## src/rtl/ram_arbiter_2to1_if.sv

```systemverilog
// Request/grant bus between a memory master and a single-port RAM with in-order responses.
// The master modport issues commands; the slave modport answers them.
interface ram_arbiter_2to1_if;
    logic        req;
    logic        we;
    logic [3:0]  be;
    logic [31:0] addr;
    logic [31:0] wdata;
    logic        gnt;
    logic        rvalid;
    logic [31:0] rdata;
    logic        err;

    modport master (output req, we, be, addr, wdata, input gnt, rvalid, rdata, err);
    modport slave  (input req, we, be, addr, wdata, output gnt, rvalid, rdata, err);
endinterface

```

## src/rtl/ram_arbiter_2to1.sv

```systemverilog
// Two-master round-robin arbiter in front of one single-port RAM with zero added latency.
// An owner FIFO records who issued each outstanding command so in-order responses route back.
module ram_arbiter_2to1 #(
    parameter int MAX_OUT = 2
) (
    input  logic                  clk,
    input  logic                  rst_n,
    ram_arbiter_2to1_if.slave     m0,
    ram_arbiter_2to1_if.slave     m1,
    ram_arbiter_2to1_if.master    s,
    output logic                  protocol_err
);

    localparam int CW = $clog2(MAX_OUT + 1);
    localparam int PW = (MAX_OUT > 1) ? $clog2(MAX_OUT) : 1;

    logic [CW-1:0] count_q;
    logic [PW-1:0] wr_ptr_q;
    logic [PW-1:0] rd_ptr_q;
    logic          owner_q [MAX_OUT];
    logic          last_grant_q;
    logic          lock_q;
    logic          lock_sel_q;
    logic          err_q;

    logic any_req;
    logic full;
    logic sel;
    logic issue;
    logic push;
    logic pop;
    logic stray;
    logic head;

    function automatic logic [PW-1:0] ptr_inc(input logic [PW-1:0] ptr);
        return (ptr == PW'(MAX_OUT - 1)) ? '0 : ptr + 1'b1;
    endfunction

    // Selection, issue and response routing are purely combinational; rst_n gates every output.
    always_comb begin
        any_req = m0.req | m1.req;
        full    = (count_q == CW'(MAX_OUT));
        issue   = rst_n & any_req & ~full;

        if (lock_q)
            sel = lock_sel_q;
        else if (m0.req & m1.req)
            sel = ~last_grant_q;
        else
            sel = m1.req;

        push  = issue & s.gnt;
        head  = owner_q[rd_ptr_q];
        pop   = rst_n & s.rvalid & (count_q != '0);
        stray = s.rvalid & (count_q == '0);

        s.req   = issue;
        s.we    = issue & (sel ? m1.we : m0.we);
        s.be    = issue ? (sel ? m1.be    : m0.be)    : '0;
        s.addr  = issue ? (sel ? m1.addr  : m0.addr)  : '0;
        s.wdata = issue ? (sel ? m1.wdata : m0.wdata) : '0;

        m0.gnt    = push & ~sel;
        m1.gnt    = push & sel;
        m0.rvalid = pop & ~head;
        m1.rvalid = pop & head;
        m0.err    = pop & ~head & s.err;
        m1.err    = pop & head & s.err;
        m0.rdata  = rst_n ? s.rdata : '0;
        m1.rdata  = rst_n ? s.rdata : '0;

        protocol_err = err_q;
    end

    always_ff @(posedge clk or negedge rst_n) begin
        if (!rst_n) begin
            count_q      <= '0;
            wr_ptr_q     <= '0;
            rd_ptr_q     <= '0;
            lock_q       <= 1'b0;
            lock_sel_q   <= 1'b0;
            last_grant_q <= 1'b1;
            err_q        <= 1'b0;
        end else begin
            if (push) begin
                wr_ptr_q     <= ptr_inc(wr_ptr_q);
                last_grant_q <= sel;
                lock_q       <= 1'b0;
            end else if (issue) begin
                // Hold the pending command stable until the RAM accepts it.
                lock_q     <= 1'b1;
                lock_sel_q <= sel;
            end

            if (pop)
                rd_ptr_q <= ptr_inc(rd_ptr_q);

            if (push & ~pop)
                count_q <= count_q + 1'b1;
            else if (pop & ~push)
                count_q <= count_q - 1'b1;

            if (stray)
                err_q <= 1'b1;
        end
    end

    // Owner entries are only read below count, so they need no reset.
    always_ff @(posedge clk) begin
        if (push)
            owner_q[wr_ptr_q] <= sel;
    end

endmodule

```

## src/flat_wrapper.sv

```systemverilog
// flat-port wrapper written by rule: the top's interface ports become plain ports
module ram_arbiter_2to1_flat 
#(
    parameter int MAX_OUT = 2
)
  (clk, rst_n, protocol_err, m0_req, m0_we, m0_be, m0_addr, m0_wdata, m0_gnt, m0_rvalid, m0_rdata, m0_err, m1_req, m1_we, m1_be, m1_addr, m1_wdata, m1_gnt, m1_rvalid, m1_rdata, m1_err, s_req, s_we, s_be, s_addr, s_wdata, s_gnt, s_rvalid, s_rdata, s_err);
  ram_arbiter_2to1_if m0_i ();
  ram_arbiter_2to1_if m1_i ();
  ram_arbiter_2to1_if s_i ();
  input  logic clk;
  input  logic rst_n;
  output logic protocol_err;
  input wire logic [$bits(m0_i.req)-1:0] m0_req;
  input wire logic [$bits(m0_i.we)-1:0] m0_we;
  input wire logic [$bits(m0_i.be)-1:0] m0_be;
  input wire logic [$bits(m0_i.addr)-1:0] m0_addr;
  input wire logic [$bits(m0_i.wdata)-1:0] m0_wdata;
  output wire logic [$bits(m0_i.gnt)-1:0] m0_gnt;
  output wire logic [$bits(m0_i.rvalid)-1:0] m0_rvalid;
  output wire logic [$bits(m0_i.rdata)-1:0] m0_rdata;
  output wire logic [$bits(m0_i.err)-1:0] m0_err;
  input wire logic [$bits(m1_i.req)-1:0] m1_req;
  input wire logic [$bits(m1_i.we)-1:0] m1_we;
  input wire logic [$bits(m1_i.be)-1:0] m1_be;
  input wire logic [$bits(m1_i.addr)-1:0] m1_addr;
  input wire logic [$bits(m1_i.wdata)-1:0] m1_wdata;
  output wire logic [$bits(m1_i.gnt)-1:0] m1_gnt;
  output wire logic [$bits(m1_i.rvalid)-1:0] m1_rvalid;
  output wire logic [$bits(m1_i.rdata)-1:0] m1_rdata;
  output wire logic [$bits(m1_i.err)-1:0] m1_err;
  output wire logic [$bits(s_i.req)-1:0] s_req;
  output wire logic [$bits(s_i.we)-1:0] s_we;
  output wire logic [$bits(s_i.be)-1:0] s_be;
  output wire logic [$bits(s_i.addr)-1:0] s_addr;
  output wire logic [$bits(s_i.wdata)-1:0] s_wdata;
  input wire logic [$bits(s_i.gnt)-1:0] s_gnt;
  input wire logic [$bits(s_i.rvalid)-1:0] s_rvalid;
  input wire logic [$bits(s_i.rdata)-1:0] s_rdata;
  input wire logic [$bits(s_i.err)-1:0] s_err;
  assign m0_i.req = m0_req;
  assign m0_i.we = m0_we;
  assign m0_i.be = m0_be;
  assign m0_i.addr = m0_addr;
  assign m0_i.wdata = m0_wdata;
  assign m0_gnt = m0_i.gnt;
  assign m0_rvalid = m0_i.rvalid;
  assign m0_rdata = m0_i.rdata;
  assign m0_err = m0_i.err;
  assign m1_i.req = m1_req;
  assign m1_i.we = m1_we;
  assign m1_i.be = m1_be;
  assign m1_i.addr = m1_addr;
  assign m1_i.wdata = m1_wdata;
  assign m1_gnt = m1_i.gnt;
  assign m1_rvalid = m1_i.rvalid;
  assign m1_rdata = m1_i.rdata;
  assign m1_err = m1_i.err;
  assign s_req = s_i.req;
  assign s_we = s_i.we;
  assign s_be = s_i.be;
  assign s_addr = s_i.addr;
  assign s_wdata = s_i.wdata;
  assign s_i.gnt = s_gnt;
  assign s_i.rvalid = s_rvalid;
  assign s_i.rdata = s_rdata;
  assign s_i.err = s_err;
  ram_arbiter_2to1 #(.MAX_OUT(MAX_OUT)) u_core (.clk(clk), .rst_n(rst_n), .m0(m0_i), .m1(m1_i), .s(s_i), .protocol_err(protocol_err));
endmodule
```

## config.mk

```make
export PLATFORM = sky130hd
export DESIGN_NAME = ram_arbiter_2to1_flat
export DESIGN_NICKNAME = d
export VERILOG_FILES = /design/src/rtl/ram_arbiter_2to1_if.sv /design/src/rtl/ram_arbiter_2to1.sv /design/src/flat_wrapper.sv
export SDC_FILE = /design/constraint.sdc
export NUM_CORES = 1
export LEC_CHECK = 0
export ABC_AREA = 1
export CAP_MARGIN = 30
export CELL_PAD_IN_SITES_DETAIL_PLACEMENT = 1
export CELL_PAD_IN_SITES_GLOBAL_PLACEMENT = 1
export CORE_ASPECT_RATIO = 1.5
export CORE_MARGIN = 8
export CORE_UTILIZATION = 17
export CTS_BUF_LIST = sky130_fd_sc_hd__clkbuf_4
export DETAILED_ROUTE_END_ITERATION = 10
export GPL_ROUTABILITY_DRIVEN = 0
export HOLD_SLACK_MARGIN = 0.02
export PLACE_DENSITY = 0.88
export SYNTH_ARGS = -nofsm -noshare
export SYNTH_HDL_FRONTEND = slang
export SYNTH_SLANG_ARGS = --single-unit
```

## constraint.sdc

```tcl
create_clock -name clk -period 3.8 [get_ports clk]
set_input_delay 0.76 -clock clk [delete_from_list [all_inputs] [get_ports clk]]
set_output_delay 0.76 -clock clk [all_outputs]
set_load 0.005 [all_outputs]
```

# Word level (Yosys, flattened, before mapping)
# Memories as Yosys holds them, arrays and structs flattened.
# Cells that the tools add are included.
dict set report classes {
  add_sub_neg 4
  eq_ne 1
  muxes 18
  bitwise_logic 23
  n_reduce_logical 5
}
# op count
set op_table {}
lappend op_table {{two-way mux 32 bit} 5}
lappend op_table {{AND 1 bit} 16}
lappend op_table {{two-way mux 1 bit} 9}
lappend op_table {{two-way mux 4 bit} 2}
lappend op_table {{inverter 1 bit} 6}
lappend op_table {{nonzero test 2 bit} 3}
lappend op_table {{two-way mux 2 bit} 2}
lappend op_table {{adder 1 bit, second input constant} 2}
lappend op_table {{adder 2 x 1 -> 2 bit, second input constant} 1}
lappend op_table {{equality test 2 bit, second input constant} 1}
lappend op_table {{logical NOT 2 bit} 1}
lappend op_table {{AND reduction 2 bit} 1}
lappend op_table {{subtractor 2 x 1 -> 2 bit, second input constant} 1}
lappend op_table {{bitwise OR 1 bit} 1}
dict set report totals {
  register_bits 8
  mem_bits_rw 2
  inputBits 177
  out_inout_bits 141
  word_cells 59
  memories 1
}
# memory depth word_bits read_ports rd_ports_with_merged_regs write_ports line_no
set memory_table {}
lappend memory_table {u_core.owner_q 2 1 1 0 1 ram_arbiter_2to1.sv:20} ;# logic owner_q [MAX_OUT];

# Logic depth before layout (Yosys ltp)
dict set report depth {
  word_depth 8
  depth_mapped 9
  ltp_nobuf 9
}

# Least setup slack after synthesis
# Ideal clock, no wire load.
dict set report synth_path {
  path_kind {input-to-output}
  start {in rst_n}
  end {out s_addr[0]}
  arrival_time_ns 1.498
  required_time_ns 3.040
  setup_slack_ns 1.542
  path_stages 7
  path_buffers 3
  path_cell_list {buf_2 > nand2_1 > nor2_2 > buf_6 > buf_6 > nand2_1 > nor2_1}
}
dict set report synth_between {
  elab_chain_cells 3
}
# element line_no
set synth_lines {}
lappend synth_lines {{from (decl)} flat_wrapper.sv:11} ;# input logic rst_n;
lappend synth_lines {{AND 1 bit (2 in a row)} ram_arbiter_2to1.sv:43} ;# issue = rst_n & any_req & ~full;
lappend synth_lines {{two-way mux 32 bit} ram_arbiter_2to1.sv:60} ;# s.addr = issue ? (sel ? m1.addr : m0.addr) : '0;
lappend synth_lines {{to (decl)} flat_wrapper.sv:34} ;# output wire logic [$bits(s_i.addr)-1:0] s_addr;
# No other way between the ends.

# Worst setup path in the final report
dict set report layout_path {
  start {in rst_n}
  end {out m1_err}
}
dict set report layout_between {
  elab_chain_cells 4
}
# element line_no
set layout_lines {}
lappend layout_lines {{AND 1 bit (2 in a row)} ram_arbiter_2to1.sv:54} ;# pop = rst_n & s.rvalid & (count_q != '0);
lappend layout_lines {{AND 1 bit (2 in a row)} ram_arbiter_2to1.sv:68} ;# m1.err = pop & head & s.err;
lappend layout_lines {{to (decl)} flat_wrapper.sv:30} ;# output wire logic [$bits(m1_i.err)-1:0] m1_err;
# No other way between the ends.

==> metrics.sh <==
LAYOUT-DRIVE-GT1-SHARE_PCT=2.25
SYNTH.CELL_AREA_SQ_UM=2700
PIN_COUNT=318
CP_CELL_SEQUENCE='clkdlybuf4s50_1, buf_4, nand3_1, nor3_1, clkdlybuf4s50_1'
GRT_ANTENNA_BEFORE_REPAIR=1
FLOORPLAN.DIE.HEIGHT_UM=170
CTS_REPAIR_RESIZE_COUNT=0
CTS.HTREE.LEVELS=1
ANTENNA-DIODE-COUNT=0
WORSTSETUPSTARTPOINTTYPE='input pin'
CP-END-KIND='primary output'
MAX_CLOCK_BUF_DEPTH=2
POWER.IR.VDD_WORST_mV=0.207
CRITPATHMAXFANOUT=43
NUM_VIAS=4294
FINAL_NETS=980
SETUP_SLACK_NS=0.340
CPMOSTUSEDCELL='sky130_fd_sc_hd__clkdlybuf4s50_1'
WORST-SLEW-PIN-TRANSITION_NS=0.681
SYNTH-SEQ-AREA-SHARE_PCT=9.68
TIMING.FINAL.MAX_SLEW_VIOLATIONS=0
SYNTH-EDFF-COUNT=2
SYNTHMOSTINSTANTIATEDCELL='sky130_fd_sc_hd__nand2_1'
VIA_COUNT_OF_THE_FIRST_GLOBAL_ROUTING_PASS=4594
VIAS_PER_CELL=4.28
GRT_TOTAL_OVFL=0
PRE_CTS_SLACK_NS=0.302
CLOCK_TREE.ROOT_CELL='sky130_fd_sc_hd__clkbuf_4'
FINALWORSTPATHREQUIREDPERIOD_NS=3.46
TIMING.FMAX_GHz=0.289
FINAL_ANTENNA_NET_COUNT=0
DRV_CAP=0
DESIGN_POWER_TOTAL_mW=1.97
TOP_POST_SYNTHESIS_CELLS_BY_AREA='sky130_fd_sc_hd__nand2_1 (16%), sky130_fd_sc_hd__inv_1 (16%), sky130_fd_sc_hd__nand3_1 (14%)'
SLEW_HEADROOM_PCT=54.6
CRITPATHKIND='input pin to primary output'
SYNTH.NET_COUNT=724
CP_SLOWEST_CELL='sky130_fd_sc_hd__clkdlybuf4s50_1'
SYNTH-MAIN-FF-CELL='sky130_fd_sc_hd__dfrtp_1'
GRT_TOTAL_USAGE_PCT=15.2
POST_SYNTH_NUM_CELL_TYPES=24
STATUS='finished, final reports clean'
YOSYS_WARNINGS=0
CLOCK_LATENCY_NS=0.28
CRITPATHBUFINV=3
FLOORPLAN.DIE.WIDTH_UM=119
POST_SYNTH_INST_COUNT=546
FIRST_PASS_ITERATION_COUNT_OF_THE_DETAILED_ROUTER=4
CRITICAL-PATH-TOP-DELAY-FAMILY='buffers and inverters'
FINALNONFILLERCELLS=1004
FIN_TNS_SETUP_NS=0
POSTSYNTHAREAPERCELL_SQ_UM=4.95
CELLLEAKAGEPOWER_nW=2.86
HOLD_VIOLATIONS=0
FINAL_CRITICAL_PATH_SHARE_OF_THE_CLOCK_PERIOD_PCT=91.1
PIN_COUNT_OF_THE_BIGGEST_NET_ENTERING_GLOBAL_ROUTING=81
DRC_MARKERS=0
DETAILEDPLACEMENTHPWL_MM=13.9
POWER-PER-CELL-AREA_nW_PER_UM2=338
FILLER_CELL_COUNT_IN_THE_FINAL_LAYOUT=2040
TIMING.HOLD.WORST.CLASS='flip-flop to flip-flop'
WL_MM=16.6
CLOCK_SKEW_NS=0.00656
PORTBUFFERS=317
SYNTH.CELLS.MOST_FREQUENT='sky130_fd_sc_hd__nand2_1 (116), sky130_fd_sc_hd__inv_1 (113), sky130_fd_sc_hd__nand3_1 (74), sky130_fd_sc_hd__nor2_1 (74), sky130_fd_sc_hd__a21oi_1 (69)'
FINAL_SETUP_VIOLATION_COUNT=0
DR.FIRST_ITER.DRC_COUNT=162
DPL.CELL_COUNT=1000
INITIAL_UTILIZATION_PCT=17.3
CLK_SLEW_ON_WORST_S_H_PATHS_NS=0.07
CP.REQUIRED_NS=3.04
YOSYS_REGISTER_BITS=10
CRIT_ARRIVAL_NS=2.70
FLOW.AREA_GROWTH_FROM_SYNTHESIS_PCT=116
TRITONCTS='yes'
CLOCK_SINK_COUNT=10
AVGROUTEDWIREPERCELL_UM=16.5
PLACEABLECOREAREA_SQ_UM=15600
PLACEMENTROWS=56
SYNTH.TOP_CELL.AREA_SHARE_PCT=16.1
FLOORPLAN.DIE_AREA_SQ_UM=20300
RSZ_0062_RAISED_AFTER_GLOBAL_ROUTING='no'
NETLIST.TOP_CELL.BY_AREA='sky130_fd_sc_hd__nand2_1'
TIMING.REG2REG.SETUP_SLACK_NS=2.15
GRT_PASS1_WL_MM=24.7
HOLDBUFCOUNTCTS=0
CTS-BUFFERS-INSERTED=3
ASYNC_SR_FLOP_FRACTION_PCT=80.0
CTS_POST_SETUP_BUFFERS_INSERTED=0
SLOWEST_STAGE_DELAY_ON_CRITICAL_PATH_NS=0.55
[cell usage in the layout, fill, tap and decap left out, types with 3 or more instances in the layout]
cell type                           n
sky130_fd_sc_hd__o21ai_0            3
sky130_fd_sc_hd__nor2_1            74
sky130_fd_sc_hd__buf_12             5
sky130_fd_sc_hd__nand3_1           73
sky130_fd_sc_hd__clkbuf_4           3
sky130_fd_sc_hd__buf_4              3
sky130_fd_sc_hd__dfrtp_1            7
sky130_fd_sc_hd__clkdlybuf4s50_1  317
sky130_fd_sc_hd__nand2_1          115
sky130_fd_sc_hd__inv_1            113
sky130_fd_sc_hd__a21oi_1           69
[kinds of logic (layout without fill, tap and decap cells)]
kind of cell,count (synthesis),in the layout,share of synthesized area [%]
AO/OA/AOI/OAI,73,73,13.7
XOR/XNOR,3,3,0.973
adder cells (fa/ha/maj),1,1,0.463
buffers and inverters,188,443,33.5
flip-flops,10,10,9.69
AND/OR/NAND/NOR,271,271,41.7
[layout make-up]
class,count,area [sq um],area share [%]
clock buffer,3,22.5,0.387
multi-input combinational,348,1560,26.8
sequential,10,262,4.49
clock inverter,1,3.75,0.0644
inverter,114,428,7.35
timing repair buffer,325,3300,56.6
tap,203,254,4.36
[per-stage QoR]
stage	instance area (sq um)	hold WS [ns]	utilization, %
finish	5820	0.495	37.3
global route	5820	0.509	37.3
CTS	5820	0.504	37.3
detailed placement	5800	0.483	37.1
global placement	5800	0.464	37.1
floorplan	2700	0.448	-
[power by group]
part	internal (mW)	switching [mW]	leakage (nW)
clock network	0.0382	0.0437	0.0154
logic	0.854	0.842	2.73
registers	0.157	0.0334	0.110
[worst paths after layout]
kind,depth (start not counted),start,end
max reg2reg,8,u_core.count_q[0],u_core.count_q[1]
min reg2reg,1,u_core.protocol_err,u_core.protocol_err
max,5,rst_n,m1_err
max in group asynchronous,2,rst_n,u_core.last_grant_q
min in group asynchronous,2,rst_n,u_core.wr_ptr_q
min,1,u_core.protocol_err,u_core.protocol_err
[registers in the layout, summed over array words and instances (netlist names)]
register and count:
u_core.lock_q 1, u_core.last_grant_q 1, u_core.protocol_err 1, u_core.wr_ptr_q 1, u_core.owner_q 2, u_core.rd_ptr_q 1, u_core.count_q 2, u_core.lock_sel_q 1
[layer usage]
layer	track usage, %	part of all wire, %	up-vias
met3	6.40	10	17
met5	0	0.060	-
met1	14.9	37	1918
li1	-	-	2121
met2	28.9	50	236
met4	3.70	1.8	2
(Power assumes the default switching activity.)
